<file path="config.mk">
export PLATFORM = sky130hd
export DESIGN_NAME = ps2_host_send
export DESIGN_NICKNAME = d
export VERILOG_FILES = /design/src/rtl/ps2_host_send.sv
export SDC_FILE = /design/constraint.sdc
export NUM_CORES = 1
export LEC_CHECK = 0
export CORE_MARGIN = 5
export CORE_UTILIZATION = 59
export DETAILED_ROUTE_END_ITERATION = 12
export PLACE_DENSITY = 0.82
export SKIP_LAST_GASP = 1
export SLEW_MARGIN = 30
export SYNTH_ARGS = -nofsm -noshare
export SYNTH_HDL_FRONTEND = slang
export SYNTH_SLANG_ARGS = --single-unit
</file>
<file path="constraint.sdc">
create_clock -name i_clk -period 3 [get_ports i_clk]
set_input_delay 0.75 -clock i_clk [delete_from_list [all_inputs] [get_ports i_clk]]
set_output_delay 0.75 -clock i_clk [all_outputs]
set_load 0.03 [all_outputs]
</file>
<file path="src/rtl/ps2_host_send.sv">
// Host-to-device PS/2 command transmitter.
// Inhibits the bus, issues a request-to-send, shifts out one byte with odd parity and checks the device acknowledge.
module ps2_host_send #(
    parameter int INHIBIT_CYCLES = 5000,
    parameter int START_CYCLES   = 250,
    parameter int TIMEOUT_CYCLES = 750000
) (
    input  logic       i_clk,
    input  logic       i_rst,
    input  logic       i_valid,
    input  logic [7:0] i_data,
    output logic       o_ready,
    input  logic       i_ps2_clk,
    input  logic       i_ps2_dat,
    output logic       o_ps2_clk_low,
    output logic       o_ps2_dat_low,
    output logic       o_busy,
    output logic       o_done,
    output logic       o_ack_err,
    output logic       o_timeout
);

    localparam int PHASE_MAX = (INHIBIT_CYCLES > START_CYCLES) ? INHIBIT_CYCLES : START_CYCLES;
    localparam int PHASE_W   = $clog2(PHASE_MAX + 1);
    localparam int TO_W      = $clog2(TIMEOUT_CYCLES + 1);

    localparam logic [PHASE_W-1:0] INHIBIT_LAST = PHASE_W'(INHIBIT_CYCLES - 1);
    localparam logic [PHASE_W-1:0] START_LAST   = PHASE_W'(START_CYCLES - 1);
    localparam logic [TO_W-1:0]    TO_LAST      = TO_W'(TIMEOUT_CYCLES - 1);

    typedef enum logic [2:0] {
        IDLE,
        INHIBIT,
        START,
        TX,
        ACK,
        RELEASE
    } stateType;

    stateType          r_state;
    logic              r_clkMeta;
    logic              r_clkSync;
    logic              r_clkPrev;
    logic              r_datMeta;
    logic              r_datSync;
    logic [PHASE_W-1:0] r_phaseCnt;
    logic [TO_W-1:0]   r_timeoutCnt;
    logic [3:0]        r_edgeCnt;
    logic [7:0]        r_data;
    logic              r_parity;
    logic              r_clkLow;
    logic              r_datLow;
    logic              r_done;
    logic              r_ackErr;
    logic              r_timeout;

    stateType          w_stateNext;
    logic [PHASE_W-1:0] w_phaseNext;
    logic [TO_W-1:0]   w_timeoutCntNext;
    logic [3:0]        w_edgeNext;
    logic [7:0]        w_dataNext;
    logic              w_parityNext;
    logic              w_clkLowNext;
    logic              w_datLowNext;
    logic              w_doneNext;
    logic              w_ackErrNext;
    logic              w_timeoutNext;
    logic              w_fall;
    logic              w_expired;

    assign w_fall    = r_clkPrev & ~r_clkSync;
    assign w_expired = ~w_fall && (r_timeoutCnt == TO_LAST);

    // Synchronizers idle high so reset never produces a phantom falling edge.
    always_ff @(posedge i_clk) begin
        if (i_rst) begin
            r_clkMeta    <= 1'b1;
            r_clkSync    <= 1'b1;
            r_clkPrev    <= 1'b1;
            r_datMeta    <= 1'b1;
            r_datSync    <= 1'b1;
            r_state      <= IDLE;
            r_phaseCnt   <= '0;
            r_timeoutCnt <= '0;
            r_edgeCnt    <= '0;
            r_data       <= '0;
            r_parity     <= 1'b0;
            r_clkLow     <= 1'b0;
            r_datLow     <= 1'b0;
            r_done       <= 1'b0;
            r_ackErr     <= 1'b0;
            r_timeout    <= 1'b0;
        end else begin
            r_clkMeta    <= i_ps2_clk;
            r_clkSync    <= r_clkMeta;
            r_clkPrev    <= r_clkSync;
            r_datMeta    <= i_ps2_dat;
            r_datSync    <= r_datMeta;
            r_state      <= w_stateNext;
            r_phaseCnt   <= w_phaseNext;
            r_timeoutCnt <= w_timeoutCntNext;
            r_edgeCnt    <= w_edgeNext;
            r_data       <= w_dataNext;
            r_parity     <= w_parityNext;
            r_clkLow     <= w_clkLowNext;
            r_datLow     <= w_datLowNext;
            r_done       <= w_doneNext;
            r_ackErr     <= w_ackErrNext;
            r_timeout    <= w_timeoutNext;
        end
    end

    always_comb begin
        w_stateNext      = r_state;
        w_phaseNext      = r_phaseCnt;
        w_timeoutCntNext = r_timeoutCnt;
        w_edgeNext       = r_edgeCnt;
        w_dataNext       = r_data;
        w_parityNext     = r_parity;
        w_clkLowNext     = r_clkLow;
        w_datLowNext     = r_datLow;
        w_doneNext       = 1'b0;
        w_ackErrNext     = r_ackErr;
        w_timeoutNext    = r_timeout;

        unique case (r_state)
            IDLE: begin
                w_clkLowNext = 1'b0;
                w_datLowNext = 1'b0;
                if (i_valid && o_ready) begin
                    w_dataNext    = i_data;
                    w_parityNext  = ~^i_data;
                    w_ackErrNext  = 1'b0;
                    w_timeoutNext = 1'b0;
                    w_phaseNext   = '0;
                    w_clkLowNext  = 1'b1;
                    w_stateNext   = INHIBIT;
                end
            end
            INHIBIT: begin
                if (r_phaseCnt == INHIBIT_LAST) begin
                    w_phaseNext  = '0;
                    w_datLowNext = 1'b1;
                    w_stateNext  = START;
                end else begin
                    w_phaseNext = r_phaseCnt + PHASE_W'(1);
                end
            end
            START: begin
                if (r_phaseCnt == START_LAST) begin
                    w_phaseNext      = '0;
                    w_clkLowNext     = 1'b0;
                    w_edgeNext       = '0;
                    w_timeoutCntNext = '0;
                    w_stateNext      = TX;
                end else begin
                    w_phaseNext = r_phaseCnt + PHASE_W'(1);
                end
            end
            TX: begin
                if (w_fall) begin
                    w_timeoutCntNext = '0;
                    w_edgeNext       = r_edgeCnt + 4'd1;
                    // Edge count before increment doubles as the LSB-first bit index.
                    if (r_edgeCnt <= 4'd7) begin
                        w_datLowNext = ~r_data[r_edgeCnt[2:0]];
                    end else if (r_edgeCnt == 4'd8) begin
                        w_datLowNext = ~r_parity;
                    end else begin
                        w_datLowNext = 1'b0;
                        w_stateNext  = ACK;
                    end
                end else if (!w_expired) begin
                    w_timeoutCntNext = r_timeoutCnt + TO_W'(1);
                end
            end
            ACK: begin
                if (w_fall) begin
                    w_timeoutCntNext = '0;
                    w_ackErrNext     = r_datSync;
                    w_stateNext      = RELEASE;
                end else if (!w_expired) begin
                    w_timeoutCntNext = r_timeoutCnt + TO_W'(1);
                end
            end
            RELEASE: begin
                if (r_clkSync && r_datSync) begin
                    w_doneNext  = 1'b1;
                    w_stateNext = IDLE;
                end else if (w_fall) begin
                    w_timeoutCntNext = '0;
                end else if (!w_expired) begin
                    w_timeoutCntNext = r_timeoutCnt + TO_W'(1);
                end
            end
            default: begin
                w_clkLowNext = 1'b0;
                w_datLowNext = 1'b0;
                w_stateNext  = IDLE;
            end
        endcase

        // A silent device aborts the transfer from any of the device-clocked states.
        if ((r_state == TX || r_state == ACK || (r_state == RELEASE && !(r_clkSync && r_datSync)))
            && w_expired) begin
            w_clkLowNext     = 1'b0;
            w_datLowNext     = 1'b0;
            w_doneNext       = 1'b1;
            w_ackErrNext     = 1'b0;
            w_timeoutNext    = 1'b1;
            w_timeoutCntNext = '0;
            w_stateNext      = IDLE;
        end
    end

    assign o_ready       = (r_state == IDLE) && !r_done;
    assign o_busy        = (r_state != IDLE);
    assign o_ps2_clk_low = r_clkLow;
    assign o_ps2_dat_low = r_datLow;
    assign o_done        = r_done;
    assign o_ack_err     = r_ackErr;
    assign o_timeout     = r_timeout;

endmodule

</file>
== Word level (Yosys, flattened, before mapping) ==
Cells that the tools add are included.

* Add/subtract/negate cells: 3
* $lt $le $gt $ge: 2
* Eq/ne operators: 18
* Multiplexer cells: 39
* Bitwise logic cells: 7
* Reductions and logical operators: 32

{| class="wikitable"
|+ Operators by type and width
! cell !! count
|-
| 2-to-1 mux 20 bit || 4
|-
| case mux 20 bit (3 select lines) || 1
|-
| 2-to-1 mux 13 bit || 3
|-
| case mux 13 bit (3 select lines) || 1
|-
| 2-to-1 mux 3 bit || 8
|-
| adder 20 x 1 -> 20 bit, second input constant || 1
|-
| == test 20 bit, second input constant || 1
|-
| inequality test 2 bit, second input constant || 9
|-
| case mux 3 bit (6 select lines) || 1
|-
| 2-to-1 mux 1 bit || 14
|-
| adder 13 x 1 -> 13 bit, second input constant || 1
|-
| == test 13 bit, second input constant || 1
|-
| == test 13 x 8 -> 1 bit, second input constant || 1
|-
| AND reduction 3 bit || 4
|-
| nonzero test 3 bit || 3
|-
| 2-to-1 mux 4 bit || 2
|-
| case mux 4 bit (2 select lines) || 1
|-
| AND reduction 2 bit || 4
|-
| AND reduction 8 bit || 1
|-
| nonzero test 2 bit || 4
|-
| XNOR reduction 8 bit || 1
|-
| == test 3 x 2 -> 1 bit, second input constant || 2
|-
| == test 3 bit, second input constant || 2
|-
| logical AND 1 bit || 6
|-
| other kinds (16) || 25
|}

* Flip-flop bits (word level): 59
* Input port bits: 13
* Output and inout port bits: 7

== Logic depth before layout (Yosys ltp) ==
* Depth in word-level cells: 8
* Depth in mapped cells: 9
* Depth with buffers taken out: 8

== Worst setup path before layout ==
OpenSTA, ideal clock, no wires.

* Kind: flip-flop to output port
* Start: register r_state[2]
* End: output port o_ready
* Data arrival time: 1434 ps
* Required time: 2250 ps
* Slack: 816 ps
* Stages on the path, launching flop included: 4
* Cells stage by stage: dfxtp_1 buf_2 or3_1 nor2_1

* Cells in the longest elaborated chain, start to end: 2

{| class="wikitable"
|+ RTL lines
! element !! line !! source
|-
| start, declared || 40 || <nowiki>stateType r_state;</nowiki>
|-
| start signal, assigned || 99 || <nowiki>r_state <= w_stateNext;</nowiki>
|-
| zero test 3 bit || 216 || <nowiki>assign o_ready = (r_state == IDLE) && !r_done;</nowiki>
|-
| logical AND 1 bit || 216 ||
|-
| end, declared || 12 || <nowiki>output logic o_ready,</nowiki>
|}

No other way between the ends.

== Final worst setup path ==
* Start: register r_state[1]
* End: output port o_ready

The elaborated chain is that of the path after synthesis.

==> results.cfg <==
[worst_setup_path]
path_buf_inv = 2
path_cells = buf_4 -> or3_1 -> nor2_1 -> clkdlybuf4s50_1
setup.worst_path.class = reg2out
slowest_delay_ps = 670
cp-end-kind = output port
cp_top_family = buffers and inverters
cp_slowest_cell = clkdlybuf4s50_1
critPathMaxFanout = 10
r2r.worst_path.cells = 6
critPathRequiredTime_ps = 2250
critical_path.startpoint_type = register
critical_path_depth = 4
critPathArrivalTime_ps = 2080

[power_and_ir_drop]
power_frac_seq = 0.396
total_power_mw = 2.27
clkPwrFrac = 0.324
irDropWorstVdd_uv = 560
switching_power_mw = 0.752
p_leak_nw = 1.19
combPwrFrac = 0.280
internal_power_mw = 1.52
switching_share = 0.331
p_per_area_nw_per_um2 = 645

[layout]
nFillCells = 414
area_delta_synth_final_pct = 15.0
layout_common_cells = 59 x dfxtp_1, 44 x nor2_1, 32 x nand2_1, 28 x a21oi_1, 19 x clkdlybuf4s50_1
final_cell_area_sq_um = 3530
final_common_cell = dfxtp_1
n_antenna_cell = 0
stdcell_count = 451
final_nets = 395
drive_above_1_share = 0.126

[timing]
drv_slew = 0
fin_worst_skew_ps = 8.85
rsz0062_at_grt = false
finalCritPeriodShare = 0.944
setup_violations = 0
clock.fmax_ghz = 0.353
relSlewSlack = 0.365
tns_ps = 0
worst_pin_slew_ps = 947
hold_violations = 0
min_period_ps = 2830

[hold_path]
worstHoldPathCells = 1
hold_path.class = reg2reg

[clocking]
root_buffer = clkbuf_8
tritoncts = built
cts_setup_buffers = 0
clk_latency_ps = 350
clockBufferDepth = 2
h-tree-depth = 3
cts_buffers = 9
hold_buffers = 0
cts_sinks = 59
cts.reportedPaths.clkPinSlew_ps = 70
cts-resized-gates = 0

[logic_synthesis]
synth-edff-count = 0
syn_avg_cell_area_sq_um = 8.69
synth_warnings = 0
synth_top_area_share = 0.385
synth-main-ff-cell = dfxtp_1
synth-seq-area-share = 0.385
synth_cell_type_count = 58
synthArstFlopShare = 0
ys_ff_latch = 59
synth_top_area_cell = dfxtp_1
synth_nets = 371
synth.area.top_cells = dfxtp_1 38%, nor2_1 5.4%, a21oi_1 4.6%, nand2_1 3.9%, mux2i_1 3.6%
netlist_instances = 353
syn-cell-area_sq_um = 3070

[global_route]
grt_pass1_vias = 2610
grt_max_degree = 26
grt_overflow_total = 0
grt_pass1_wl_mm = 12.2
antenna_found_initial = 0
track_usage = 0.237

[drt]
avgViaCountPerCell = 6.10
routed_wl_mm = 7.26
wl_per_cell_um = 16.1
vias = 2749
detail-route-antenna-nets = 0
drcViolationCount = 0
first_pass_iters = 5
drtIter0Drc = 209

[placement]
post-dp-hpwl_mm = 4.75
placedInstanceArea_sq_um = 3330
port_buffers = 19
gp_congestion = 0.874
placed_cells = 436

[floorplanning]
start_util = 0.605
die_x_um = 82.1
ioPinCount = 20
coreArea_sq_um = 5070
dieHeight_um = 82.1
die_area_sq_um = 6740
num_rows = 26

[flow_run]
max_cap_viol_count = 0

[outcome]
status = finished, final reports clean
## path summary, 6_finish.rpt
| path | startpoint | end | slack [ps] |
|---|---|---|---|
| setup / recovery | r_state[1]$_SDFFE_PP0P_ | o_ready | 170 |
| hold / removal | r_clkMeta$_SDFF_PP1_ | r_clkSync$_SDFF_PP1_ | 420 |
| setup reg to reg | r_state[2]$_SDFFE_PP0P_ | r_timeoutCnt[4]$_SDFFE_PP0P_ | 300 |
| hold reg to reg | r_clkMeta$_SDFF_PP1_ | r_clkSync$_SDFF_PP1_ | 420 |
## through the flow
stage / util / hold WS, ps / setup WS, ps
2_1_floorplan: - / 389 / 816
3_3_place_gp: 0.655 / 393 / 536
3_5_place_dp: 0.655 / 401 / 444
5_1_grt: 0.695 / 435 / 87.1
4_1_cts: 0.695 / 418 / 161
6_report: 0.695 / 419 / 168
## cells in the mapped netlist (all sizes together), types with 3 or more instances
library cell / count
or3: 5
a31oi: 9
nor3: 13
ha: 5
nand2: 33
mux2i: 11
inv: 9
nor2b: 4
o21ai: 14
nor4: 5
nor2: 44
xnor2: 12
nand3b: 3
clkbuf: 7
nand3: 14
a311oi: 12
dfxtp: 59
nand2b: 5
and4: 3
or4: 3
buf: 6
xor2: 7
or2: 7
a21oi: 28
nand4: 11
## sequential cells by signal (all words and copies together) (netlist names), 3 cells and up
signal and count:
r_data 8, r_edgeCnt 4, r_phaseCnt 13, r_state 3
r_timeoutCnt 20
## cells by family (layout without fill, tap and decap cells)
logic type      Yosys count  in the layout  share of synthesized area
mux                      14             14                     0.0542
flops                    59             59                      0.385
xor+xnor                 19             19                     0.0542
fa+ha+maj                 5              5                     0.0204
compound gates           76             76                      0.183
buf+inv                  22             50                     0.0347
simple gates            158            158                      0.268
## layout make-up
cell class / instances / area (sq um) / share of cell area
clock inverters: 4 / 50.0 / 0.0142
well taps: 70 / 87.6 / 0.0248
multi-input cells: 272 / 1780 / 0.505
repair buffers: 26 / 243 / 0.0688
inverters: 9 / 33.8 / 0.00958
clock buffers: 11 / 151 / 0.0429
flip-flops and latches: 59 / 1180 / 0.335
## power by group through the flow
stage | logic, mW | registers, mW | clock network (mW)
after detailed placement | 0.628 | 0.912 | 0
after global placement | 0.616 | 0.909 | 0
after floorplan | 0.452 | 0.909 | 0
after global routing | 0.696 | 0.907 | 0.790
final | 0.636 | 0.901 | 0.737
after CTS | 0.636 | 0.899 | 0.747
## layer usage
layer / routed length (um) / global-route usage / up-vias / part of all wire
met1: 3100 / 0.277 / 1277 / 0.43
met3: 458 / 0.0803 / 15 / 0.063
met4: 160 / 0.0897 / 0 / 0.022
met2: 3540 / 0.399 / 115 / 0.49
met5: 0 / 0 / - / 0
li1: - / - / 1342 / -
Power figures use the tool's default switching activity.
